$ cat src/rtl/ibus_pkg.sv
// ---------------------------------------------------------------------------
// ibus_pkg
// Shared definitions for the instruction-bus ROM controller:
//   - ibus_state_e    : controller state encoding (IDLE / WAIT / DONE)
//   - CNT_W           : width of the ROM access wait counter
//   - WAIT_CYCLES_MIN : smallest supported ROM access time in cycles
//   - WAIT_CYCLES_MAX : largest supported ROM access time in cycles
//                       (this is the largest value the counter can hold)
// ---------------------------------------------------------------------------
package ibus_pkg;

    typedef enum logic [1:0] {
        IDLE = 2'd0,
        WAIT = 2'd1,
        DONE = 2'd2
    } ibus_state_e;

    localparam int CNT_W           = 4;
    localparam int WAIT_CYCLES_MIN = 1;
    localparam int WAIT_CYCLES_MAX = 15;

endpackage

$ cat src/rtl/ibus_rom_ctrl.sv
// ---------------------------------------------------------------------------
// ibus_rom_ctrl
// Instruction-bus front end for a slow, combinational-read ROM. The CPU fetch
// port is stalled while a word is fetched from the ROM. The result register
// ibus_rddata also acts as a one-word fetch buffer: a refetch of the same word
// completes without a stall.
//
// Parameters
//   WAIT_CYCLES     ROM access cycles per miss (1..15; values outside that
//                   range are clamped)
//   ADDR_WIDTH      byte-address bits decoded into the ROM
//
// Ports
//   clk              clock, rising edge
//   rst_n            synchronous active-low reset
//   ibus_address     CPU fetch byte address
//   ibus_read        fetch request, held until ibus_stall is low
//   ibus_write       write request; illegal here, so it is dropped
//   ibus_byteenable  ignored (full-word fetches only)
//   icache_inv       one-cycle pulse that invalidates the fetch buffer
//   ibus_rddata      registered fetch data / fetch buffer contents
//   ibus_stall       combinational; high while a request is outstanding
//   rom_addr         registered ROM word address
//   rom_data         ROM read data for rom_addr
//   err_abort        one-cycle pulse when a fetch is abandoned
//   err_write        one-cycle pulse when a write is dropped
// ---------------------------------------------------------------------------
module ibus_rom_ctrl
    import ibus_pkg::*;
#(
    parameter int WAIT_CYCLES = 4,
    parameter int ADDR_WIDTH  = 13
) (
    input  logic                  clk,
    input  logic                  rst_n,
    input  logic [31:0]           ibus_address,
    input  logic                  ibus_read,
    input  logic                  ibus_write,
    input  logic [3:0]            ibus_byteenable,
    input  logic                  icache_inv,
    output logic [31:0]           ibus_rddata,
    output logic                  ibus_stall,
    output logic [ADDR_WIDTH-3:0] rom_addr,
    input  logic [31:0]           rom_data,
    output logic                  err_abort,
    output logic                  err_write
);

    // Keep the access time within what the 4-bit counter can express.
    localparam int WC = (WAIT_CYCLES < WAIT_CYCLES_MIN) ? WAIT_CYCLES_MIN :
                        (WAIT_CYCLES > WAIT_CYCLES_MAX) ? WAIT_CYCLES_MAX :
                        WAIT_CYCLES;
    localparam logic [CNT_W-1:0] CNT_LAST = CNT_W'(WC - 1);

    ibus_state_e      state;
    logic [CNT_W-1:0] cnt;
    logic [29:0]      tag;
    logic             buf_valid;

    logic [29:0]      req_tag;
    logic             hit;

    // Byte lanes and the sub-word address bits carry no information for a
    // full-word fetch.
    logic             unused_bits;
    assign unused_bits = ^{ibus_byteenable, ibus_address[1:0]};

    // The full upper address takes part in the tag compare even though only
    // ADDR_WIDTH bits reach the ROM, so aliased addresses never hit each
    // other's buffer contents. An invalidate in the same cycle kills the hit.
    assign req_tag = ibus_address[31:2];
    assign hit     = buf_valid && (tag == req_tag) && !icache_inv;

    always_comb begin
        ibus_stall = 1'b0;
        if (ibus_read && !ibus_write) begin
            case (state)
                IDLE:    ibus_stall = !hit;
                WAIT:    ibus_stall = 1'b1;
                default: ibus_stall = 1'b0;
            endcase
        end
    end

    always_ff @(posedge clk) begin
        if (!rst_n) begin
            state       <= IDLE;
            cnt         <= '0;
            tag         <= '0;
            buf_valid   <= 1'b0;
            ibus_rddata <= '0;
            rom_addr    <= '0;
            err_abort   <= 1'b0;
            err_write   <= 1'b0;
        end else begin
            err_abort <= 1'b0;
            err_write <= 1'b0;

            // Invalidate affects only what is already in the buffer; a fill
            // completing on this same edge overrides it below.
            if (icache_inv) begin
                buf_valid <= 1'b0;
            end

            case (state)
                IDLE: begin
                    if (ibus_write) begin
                        err_write <= 1'b1;
                    end else if (ibus_read && !hit) begin
                        rom_addr  <= ibus_address[ADDR_WIDTH-1:2];
                        tag       <= req_tag;
                        cnt       <= '0;
                        buf_valid <= 1'b0;
                        state     <= WAIT;
                    end
                end

                WAIT: begin
                    if (ibus_write || !ibus_read) begin
                        // Request withdrawn (or replaced by an illegal write):
                        // abandon the fill; the buffer stays invalid.
                        err_abort <= 1'b1;
                        err_write <= ibus_write;
                        state     <= IDLE;
                    end else if (req_tag != tag) begin
                        // CPU moved to a different word: restart the access.
                        err_abort <= 1'b1;
                        rom_addr  <= ibus_address[ADDR_WIDTH-1:2];
                        tag       <= req_tag;
                        cnt       <= '0;
                    end else if (cnt == CNT_LAST) begin
                        ibus_rddata <= rom_data;
                        buf_valid   <= 1'b1;
                        state       <= DONE;
                    end else begin
                        cnt <= cnt + 1'b1;
                    end
                end

                DONE: begin
                    state <= IDLE;
                end

                default: begin
                    state <= IDLE;
                end
            endcase
        end
    end

endmodule

$ cat config.mk
export PLATFORM = sky130hd
export DESIGN_NAME = ibus_rom_ctrl
export DESIGN_NICKNAME = d
export VERILOG_FILES = /design/src/rtl/ibus_pkg.sv /design/src/rtl/ibus_rom_ctrl.sv
export SDC_FILE = /design/constraint.sdc
export NUM_CORES = 1
export LEC_CHECK = 0
export CAP_MARGIN = 20
export CORE_AREA = 2 2 88 90
export DETAILED_ROUTE_END_ITERATION = 7
export DIE_AREA = 0 0 90 92
export DONT_BUFFER_PORTS = 1
export PLACE_DENSITY = 0.67
export SETUP_SLACK_MARGIN = 0.02
export SYNTH_ARGS = -nofsm -noshare
export SYNTH_HDL_FRONTEND = slang
export SYNTH_SLANG_ARGS = --single-unit
export TNS_END_PERCENT = 5
$ cat constraint.sdc
create_clock -name clk -period 2.4 [get_ports clk]
set_clock_uncertainty 0.05 [all_clocks]
set_input_delay 0.24 -clock clk [delete_from_list [all_inputs] [get_ports clk]]
set_output_delay 0.24 -clock clk [all_outputs]
set_load 0.005 [all_outputs]
Word-level counts from Yosys, hierarchy flattened --
Index checks and enable logic that the tools add are counted.
Cells by class: add/sub/neg operators 1, multipliers 0, div/mod/pow operators 0, order comparisons 0, eq/ne operators 11, shifts and indexed selects 0, muxes and demuxes 36, bitwise logic cells 2, reductions and logical operators 16
Operators by type and width (number):
- 30-bit two-way mux | 4
- 30-bit case mux with 2 select lines | 1
- 11-bit two-way mux | 4
- 30-bit equality test | 1
- 30-bit inequality test | 1
- 11-bit case mux with 2 select lines | 1
- 4-bit two-way mux | 5
- 1-bit two-way mux | 11
- 2-bit two-way mux | 5
- 5-bit AND reduction | 2
- 3-bit inequality test (second input constant) | 3
- 2-bit inequality test (second input constant) | 4
- 4-bit case mux with 2 select lines | 1
- 4-bit AND reduction | 2
- 1-bit case mux with 2 select lines | 3
- 4-bit by 1-bit adder with 4-bit output (second input constant) | 1
- 4-bit by 2-bit equality test with 1-bit output (second input constant) | 1
- 1-bit logical AND | 4
- 1-bit zero test | 4
- 2-bit case mux with 2 select lines | 1
- 2-bit by 1-bit equality test with 1-bit output (second input constant) | 1
- 2-bit zero test | 1
- 1-bit NOT | 2
- 2-bit AND reduction | 1
- 2 further kinds | 2
Storage, ports and cells: flip-flop bits (word level) 82, latch bits 0, bits in writable memories 0, ROM bits 0, input bits 73, output and inout port bits 46, logic and storage cells 74, memories kept 0

Longest topological paths before layout --
Gate-level depths: netlist of the first run.
depth in word-level cells 8, depth in mapped cells 10, mapped depth without buffers 8

Worst setup path after synthesis of the first run --
OpenSTA, ideal clock, no wires.
kind register to register, from reg, netlist name rom_addr[8], to reg ibus_rddata[13], setup time 0.143 ns, arrival time 2.094 ns, required time 2.207 ns, slack 0.113 ns, cell stages (with the launch flop) 11, path buffers 3, period minus slack after synthesis 2.287 ns, cells stage by stage dfxtp_1 > xor2_1 > nor4_1 > nand4_1 > or2_1 > buf_6 > or4_4 > buf_6 > buf_6 > nand2_2 > a21oi_2
RTL lines:
- to (signal assigned) | RTL line ibus_rom_ctrl.sv:132 | ibus_rddata <= rom_data;
- to (decl) | RTL line ibus_rom_ctrl.sv:41 | output logic [31:0] ibus_rddata,

==> results of run 1 <==
worst max-delay path, stage by stage (launching register included):
cell and delay, ns:
dfxtp_2 0.34, xor2_1 0.17, nor4_2 0.28, buf_4 0.19
nand4_1 0.11, or2_1 0.26, buf_6 0.15, o21ai_4 0.17
buf_6 0.15, buf_16 0.14, mux2i_1 0.22, nor2_1 0.06
flip-flops by register name, summed over array words and instances (netlist names):
name,flops
rom_addr,10
ibus_rddata,32
state,2
err_write,1
cnt,4
tag,20
buf_valid,1
err_abort,1
through the flow:
step / power [mW] / utilization [%] / setup WS, ns / area [um2] / TNS (ns)
2_1_floorplan: 1.38 / - / 0.113 / 3250 / 0
3_3_place_gp: 1.40 / 44.9 / 0.0523 / 3350 / 0
3_5_place_dp: 1.41 / 44.9 / 0.00413 / 3350 / 0
4_1_cts: 2.32 / 55.6 / 0.0176 / 4140 / 0
5_1_grt: 2.41 / 56.7 / -0.152 / 4220 / -6.45
6_report: 2.30 / 56.7 / -0.0243 / 4220 / -0.0437
Yosys cell counts, drive strengths merged:
master,n
ha,1
nor3,4
nor4,8
a21boi,1
a21oi,34
xor2,30
and2,1
o31ai,1
nand2,69
o31a,1
o21ai,1
o21a,1
clkbuf,7
buf,22
nor2,39
nand4,2
or4,1
or2,3
nand3,3
nand2b,5
dfxtp,71
nor2b,1
inv,4
mux2i,30
and3,1
o22ai,1
nor3b,1
o32ai,2
worst paths after layout:
path / to / slack (ns)
worst min register to register: ibus_rddata[30] / 0.42
worst min-delay path: tag[24] / 0.02
worst max register to register: tag[17] / -0.02
worst max-delay path: tag[17] / -0.02
layout make-up:
type                       count  area (um2)
timing repair buffer          76         813
fill                         657        3220
multi-input combinational    241        1680
clock inverter                 4        22.5
inverter                       4        15.0
clock buffer                  11         141
tap                          102         128
sequential                    71        1430
cell families (layout without fill, tap and decap cells):
kind of cell	after synthesis	in the layout	synth area share, %
muxes	30	30	9.25
adders and majority gates	1	1	0.385
and+or+nand+nor	138	138	21.6
AOI/OAI and AO/OA	42	42	10.4
xor gates and xnor gates	30	30	8.10
buffers and inverters	33	95	6.48
DFF	71	71	43.8
metal layers:
layer / track usage [%] / up-vias
met3: 5.51 / 8
met2: 32.1 / 77
met1: 22.2 / 1212
li1: - / 1244
met4: 5.77 / 0
met5: 0 / -
what timing repair did:
| item | in CTS | in global routing |
|---|---|---|
| resized for setup | 5 | 10 |
| hold buffers | 54 | 0 |
| endpoints found under the setup margin | 57 | 68 |
| hold endpoints to repair | 56 | 0 |
| cloned | 2 | 1 |
| pin swaps | 5 | 3 |
| buffers inserted | 3 | 0 |
report_power, final:
part	switching, mW	total (mW)	leakage [nW]	internal, mW
Sequential	0.0207	1.23	0.577	1.21
Clock	0.417	0.809	0.0850	0.392
Combinational	0.114	0.265	1.04	0.152
==> results.toml, run 1 <==
[run_status]
status = "finished with violations"
failed_checks = "setup timing"

[sta]
slew_headroom_pct = 67.2
setup_viol = 2
post-route-period-util_pct = 101
fmax_ghz = 0.412
whs_ns = 0.0158
finalHoldViolations = 0
slew_viol_final = 0
min_period_ns = 2.42
worst_pin_slew_ns = 0.492
rsz0062_at_grt = "true"
setup_slack_ns = -0.0243

[placed_design]
gp_congestion = 0.732
portBuffers = 0
dp_hpwl_um = 4560
dp.cells = 434

[worst_setup_path]
critPathMaxFanout = 8
critPathKind = "reg -> reg"
cp-start-kind = "register"
r2r_cells = 11
endpoint_kind = "register"
cp.required_ns = 2.55
r2r-start = "rom_addr[3]"
startpoint = "rom_addr[3]"
crit_arrival_ns = 2.58

[floorplan]
start_util_pct = 43.6
die_h_um = 92
core_area_um2 = 7450
ios = 119
core.rowCount = 32
die_w_um = 90
die-area_um2 = 8280

[cells_and_area]
syn_to_final_growth_pct = 30.1
final_cell_mix = "dfxtp_1 (68), dlygate4sd3_1 (54), nor2_1 (39), nand2_1 (39)"
diodes = 0
drive_gt1_share_pct = 27.8
final_common_cell = "dfxtp_1"
nets = 477
stdcell_count = 509

[synthesis]
synth_area_um2 = 3250
synth_seq_area_share_pct = 43.8
netlist_instances = 345
synth_area_leaders = "dfxtp_1 (44%), mux2i_1 (9.3%), xor2_1 (8.1%), a21oi_2 (7.8%), nand2_2 (5.8%)"
synth.distinct_cells = 35
synth_top_cell_area_share_pct = 43.8
synth_nets = 419
yosys.area.top_type = "dfxtp_1"
ys.warnings.count = 0
synth_area_per_cell_um2 = 9.41
ys_seq_elements = 71

[clock_tree]
clk_latency_ns = 0.33
clkTransAtPathRegs_ns = 0.07
htreeDepth = 3
clock-sinks = 71
cts_tree = "built"
numCtsBuffers = 9
cts-root-buf = "clkbuf_8"
clockBufferDepth = 2

[grt]
grt_first_pass_wirelength_um = 12400
grt.overflow.total = 0
grt_max_degree = 43
antenna_found_initial = 0
grt_pass1_vias = 2561
track_usage_pct = 18.6

[routing]
via_per_inst = 4.99
dr.max_layer_used = "met4"
dr.first_iter.drc_count = 85
wl_met2_um = 3780
dr_total_vias = 2541
totalWireLength_um = 7680
ant_nets = 0
dr_wl_met3_um = 485
wl_met1_um = 3340
avgRoutedWirePerCell_um = 15.1
drt_first_pass_iters = 4
remaining_drc_errors = 0

[min_path]
hold_path_class = "in -> reg"
hp-start = "ibus_address[26]"
worstHoldPathCells = 2

[power_and_ir_drop]
max-vdd-ir-drop_mv = 0.300
power.leakage_nw = 1.70
powerDensity_nw_per_um2 = 545

[flow_run]
maxCapViolCount = 0
No activity file was read; power rests on OpenSTA's default activity.
==> run 2: changes to the inputs <==
- CTS_CLUSTER_SIZE: not set -> 12
- HOLD_SLACK_MARGIN: not set -> 0.02
==> run 2 against run 1 <==
The run still ends with setup timing left. Sequential share of layout area down 0.73 points. Total power grew 0.86%. Maximum frequency barely moved. Register-to-register slack is essentially flat. Cell count rose by 2.0%. Largest power group unchanged.
==> results.toml, run 2 (same netlist as run 1, synthesis figures left out) <==
[run_status]
status = "finished with violations"
failed_checks = "setup timing"

[floorplan]
die-area_um2 = 8280
ios = 119
core_area_um2 = 7450
core.rowCount = 32
start_util_pct = 43.6
die_h_um = 92
die_w_um = 90

[worst_setup_path]
r2r-start = "tag[18]"
worstReg2RegEnd = "tag[28]"
critPathMaxFanout = 7
cp-start-kind = "register"
cp.required_ns = 2.56
critPathKind = "reg -> reg"
endpoint_kind = "register"
crit_arrival_ns = 2.59
regToRegSetupSlack_ns = -0.02
r2r_cells = 10

[routing]
drt_first_pass_iters = 4
via_per_inst = 4.98
totalWireLength_um = 7890
avgRoutedWirePerCell_um = 15.2
dr_total_vias = 2584
dr.first_iter.drc_count = 86
ant_nets = 0
remaining_drc_errors = 0

[placed_design]
portBuffers = 0
dp_hpwl_um = 4560
place_ws_ns = 0.00413
gp_congestion = 0.732

[grt]
grt.overflow.total = 0
grt_first_pass_wirelength_um = 12800
track_usage_pct = 19.2
grt_pass1_vias = 2663
antenna_found_initial = 0
grt_max_degree = 43

[clock_tree]
htreeDepth = 3
clock-sinks = 71
numCtsBuffers = 9
cts_tree = "built"
clockBufferDepth = 2
cts-root-buf = "clkbuf_8"
clk_latency_ns = 0.34
clkTransAtPathRegs_ns = 0.08

[sta]
slew_headroom_pct = 67.1
slew_viol_final = 0
rsz0062_at_grt = "true"
finalHoldViolations = 0
setup-tns-final_ns = -0.0472
worst_pin_slew_ns = 0.493
fmax_ghz = 0.413
min_period_ns = 2.42
setup_viol = 3
post-route-period-util_pct = 101
setup_slack_ns = -0.0235

[cells_and_area]
largest_reg_flops = 32
drive_gt1_share_pct = 27.6
nFillCells = 644
top_regs = "ibus_rddata (32), tag (20), rom_addr (10)"
regMostFlops = "ibus_rddata"
syn_to_final_growth_pct = 33.0
final_cell_mix = "dfxtp_1 (68), dlygate4sd3_1 (64), nand2_1 (39)"
final_common_cell = "dfxtp_1"
nets = 487
diodes = 0

[power_and_ir_drop]
power.leakage_nw = 1.73
powerDensity_nw_per_um2 = 537
max-vdd-ir-drop_mv = 0.302

[min_path]
holdPathEnd = "tag[20]"
worstHoldPathCells = 2
hp-start = "ibus_address[22]"
hold_path_class = "in -> reg"

[flow_run]
maxCapViolCount = 0
[run 2: changes by cell type in the layout (fill, tap and decap cells not counted), sizes merged]
| cell | before | now |
|---|---|---|
| dlygate4sd3 | 54 | 64 |
[run 2: worst max path at each step]
stage	depth (start not counted)	slack (ns)	from	to
after global routing	11	-0.16	tag[11]	tag[28]
after detailed placement	10	0.004	tag[11]	rom_addr[3]
final	10	-0.02	tag[18]	tag[28]
after floorplan	10	0.11	rom_addr[8]	ibus_rddata[13]
after CTS	9	0.02	rom_addr[7]	ibus_rddata[29]
after global placement	9	0.05	tag[16]	tag[19]
[run 2: what timing repair did]
item	4_1_cts	5_1_grt
cloned	2	1
gates resized for setup	5	10
buffers inserted	3	0
pin swaps	5	4
hold buffers	64	0
hold endpoints to repair	66	0
endpoints found under the setup margin	57	68
[run 2: metrics by stage]
stage	power [mW]	instances	instance area, um2	hold slack [ns]	util, %
finish	2.32	519	4320	0.0588	58.0
floorplan	1.38	345	3250	0.304	-
detailed placement	1.41	434	3350	0.314	44.9
global route	2.43	519	4320	0.0412	58.0
global placement	1.40	434	3350	0.311	44.9
CTS	2.33	518	4240	0.0261	57.0
[run 2: worst max-delay path, cell delays in order (launching register included)]
cell and delay, ns:
dfxtp_1 0.33, xor2_1 0.17, nor4_2 0.34, nand4_1 0.19, or2_1 0.29, buf_6 0.15
o21ai_4 0.17, buf_6 0.15, clkbuf_16 0.16, mux2i_1 0.24, nor2_1 0.07
[run 2: power breakdown]
part	leakage [nW]	switching [mW]	total (mW)	internal [mW]
Sequential	0.577	0.0208	1.23	1.21
Clock	0.0850	0.421	0.814	0.392
Combinational	1.06	0.119	0.281	0.162
[run 2: per-layer routing]
layer / up-vias / global-route usage [%] / wire [um]
met1: 1222 / 22.8 / 3410
li1: 1266 / - / -
met5: - / 0 / 0
met3: 13 / 5.51 / 432
met2: 83 / 33.5 / 3920
met4: 0 / 6.28 / 135
[run 2: area by class of cell]
| class | count | area [um2] | share of cell area (%) |
|---|---|---|---|
| Tap cell | 102 | 128 | 2.96 |
| Inverter | 4 | 15.0 | 0.348 |
| Multi-Input combinational cell | 241 | 1670 | 38.7 |
| Clock buffer | 11 | 141 | 3.27 |
| Sequential cell | 71 | 1430 | 33.0 |
| Clock inverter | 4 | 22.5 | 0.522 |
| Timing Repair Buffer | 86 | 913 | 21.2 |
==> run 3: changes to the inputs <==
- CAP_MARGIN: 20 -> not set
- CORE_AREA: 2 2 88 90 -> 2 2 80 82
- DIE_AREA: 0 0 90 92 -> 0 0 82 84
- PLACE_DENSITY: 0.67 -> 0.78
==> run 3 against run 2 <==
The flow still finishes with violations (setup timing). Critical endpoint is now rom_addr[7]. Wire length is 6.4% higher. Highest routed layer unchanged. Sequential share of layout area is 0.81 points lower. Maximum frequency is 0.33% higher. Clock power is 33% higher. Total power is 11% higher. Via count is 1.1% higher. Cell count is 4.0% lower. Core utilization is 15 points higher. Critical path type unchanged. Die area is 17% lower. Cell area is 2.8% higher. Register-to-register slack hardly changed.
==> results.toml, run 3 (same netlist as run 1, synthesis figures left out) <==
[routing]
drt_first_pass_iters = 4
avgRoutedWirePerCell_um = 16.9
remaining_drc_errors = 0
ant_nets = 0
totalWireLength_um = 8400
via_per_inst = 5.24
dr.first_iter.drc_count = 65
dr_total_vias = 2612

[placed_design]
place_ws_ns = -0.0354
portBuffers = 0
placed_area_um2 = 3340
gp_congestion = 0.740
dp_hpwl_um = 4500

[cells_and_area]
drive_gt1_share_pct = 32.3
final_cell_mix = "dfxtp_1 (67), dlygate4sd3_1 (62), nand2_2 (43)"
syn_to_final_growth_pct = 36.7
largest_reg_flops = 32
top_regs = "ibus_rddata (32), tag (20), rom_addr (10)"
multi_input_area_um2 = 1720
regMostFlops = "ibus_rddata"
nets = 490
fin_area_um2 = 4440
diodes = 0
seq_area_um2 = 1430
final_common_cell = "dfxtp_1"
nFillCells = 424

[min_path]
worstHoldPathCells = 2
hold_path_class = "in -> reg"

[floorplan]
start_util_pct = 53.2
core_area_um2 = 6100
die_h_um = 84
die_w_um = 82
ios = 119
core.rowCount = 29
die-area_um2 = 6890

[worst_setup_path]
critPathMaxFanout = 15
crit_arrival_ns = 2.57
critPathBufInv = 3
critPathKind = "reg -> reg"
max_stage_delay_ns = 0.33
r2r_cells = 10
cp_cell_sequence = "xor2_1 > nor4_2 > buf_4 > nand4_1 > or2_4 > buf_4 > o21ai_4 > clkbuf_16 > mux2i_1 > nor2_1"
cp.required_ns = 2.55
cp-start-kind = "register"
cpMaxStageDelayCell = "dfxtp_2"
crit_path_frequent_cell = "buf_4"
cp.depth = 10
endpoint_kind = "register"
cpLargestDelayFamily = "simple AND/OR/NAND/NOR gates"

[clock_tree]
clk_latency_ns = 0.33
htreeDepth = 3
clock-sinks = 71
cts_tree = "built"
numCtsBuffers = 9
clkTransAtPathRegs_ns = 0.07
clockBufferDepth = 2
cts-root-buf = "clkbuf_8"

[sta]
worst_pin_slew_ns = 0.571
min_period_ns = 2.42
slew_viol_final = 0
slew_headroom_pct = 61.9
setup_viol = 1
post-route-period-util_pct = 101
setup-tns-final_ns = -0.0155
fmax_ghz = 0.414
finalHoldViolations = 0
rsz0062_at_grt = "true"
setup_slack_ns = -0.0155

[power_and_ir_drop]
power.leakage_nw = 1.79
seq_power_share_pct = 47.6
clockPowerShare_pct = 41.8
max-vdd-ir-drop_mv = 0.368
powerDensity_nw_per_um2 = 580
net-switching-power_mw = 0.579
p_int_mw = 2.00
power_mw = 2.57
p_sw_share_pct = 22.5
power_frac_comb_pct = 10.6

[grt]
track_usage_pct = 22.3
grt_max_degree = 34
grt_pass1_vias = 2623
grt.overflow.total = 0
antenna_found_initial = 0
grt_first_pass_wirelength_um = 11900

[run_status]
failed_checks = "setup timing"
status = "finished with violations"

[flow_run]
maxCapViolCount = 0
run 3: cell types whose count changed in the layout (fill, tap and decap cells not counted), moves of 3 or more:
cell,previous run,this run
nand2_2,30,43
buf_4,14,17
nand2_1,39,24
clkbuf_16,1,4
run 3: routing by layer:
| layer | vias up | part of all wire [%] | global-route usage, % |
|---|---|---|---|
| met3 | 14 | 5.1 | 6.28 |
| met1 | 1239 | 42 | 24.4 |
| met2 | 90 | 51 | 39.9 |
| met5 | - | 0 | 0 |
| met4 | 0 | 1.6 | 8.03 |
| li1 | 1269 | - | - |
run 3: worst paths after layout:
path / to / start / slack (ns)
setup reg to reg: rom_addr[7] / tag[13] / -0.02
setup / recovery: rom_addr[7] / tag[13] / -0.02
hold reg to reg: err_write / state[1] / 0.43
hold / removal: rom_addr[2] / ibus_address[4] / 0.04
run 3: through the flow:
step | hold WS (ns) | std cells | util (%)
after floorplan | 0.304 | 345 | -
after global placement | 0.309 | 412 | 54.8
after detailed placement | 0.313 | 412 | 54.8
after CTS | 0.0211 | 490 | 68.8
after global routing | 0.0239 | 498 | 72.8
final | 0.0395 | 498 | 72.8
run 3: final cells by class:
cell class,count,share of cell area [%]
inverters,4,0.338
well taps,77,2.17
repair buffers,89,21.2
flip-flops and latches,71,32.2
multi-input cells,241,38.8
clock inverters,5,1.80
clock buffers,11,3.41
run 3: power by group through the flow:
stage | clock [mW] | sequential [mW] | combinational, mW
2_1_floorplan | 0 | 1.25 | 0.133
3_3_place_gp | 0 | 1.25 | 0.157
3_5_place_dp | 0 | 1.25 | 0.161
4_1_cts | 1.10 | 1.22 | 0.247
5_1_grt | 1.15 | 1.23 | 0.294
6_report | 1.08 | 1.23 | 0.273
run 3: timing repair:
action | in CTS | in global routing
endpoints found under the hold margin | 63 | 1
pin swaps | 3 | 27
gates resized for setup | 1 | 31
hold buffers | 61 | 1
cloned | 0 | 5
endpoints found under the setup margin | 62 | 64
buffers inserted | 1 | 2
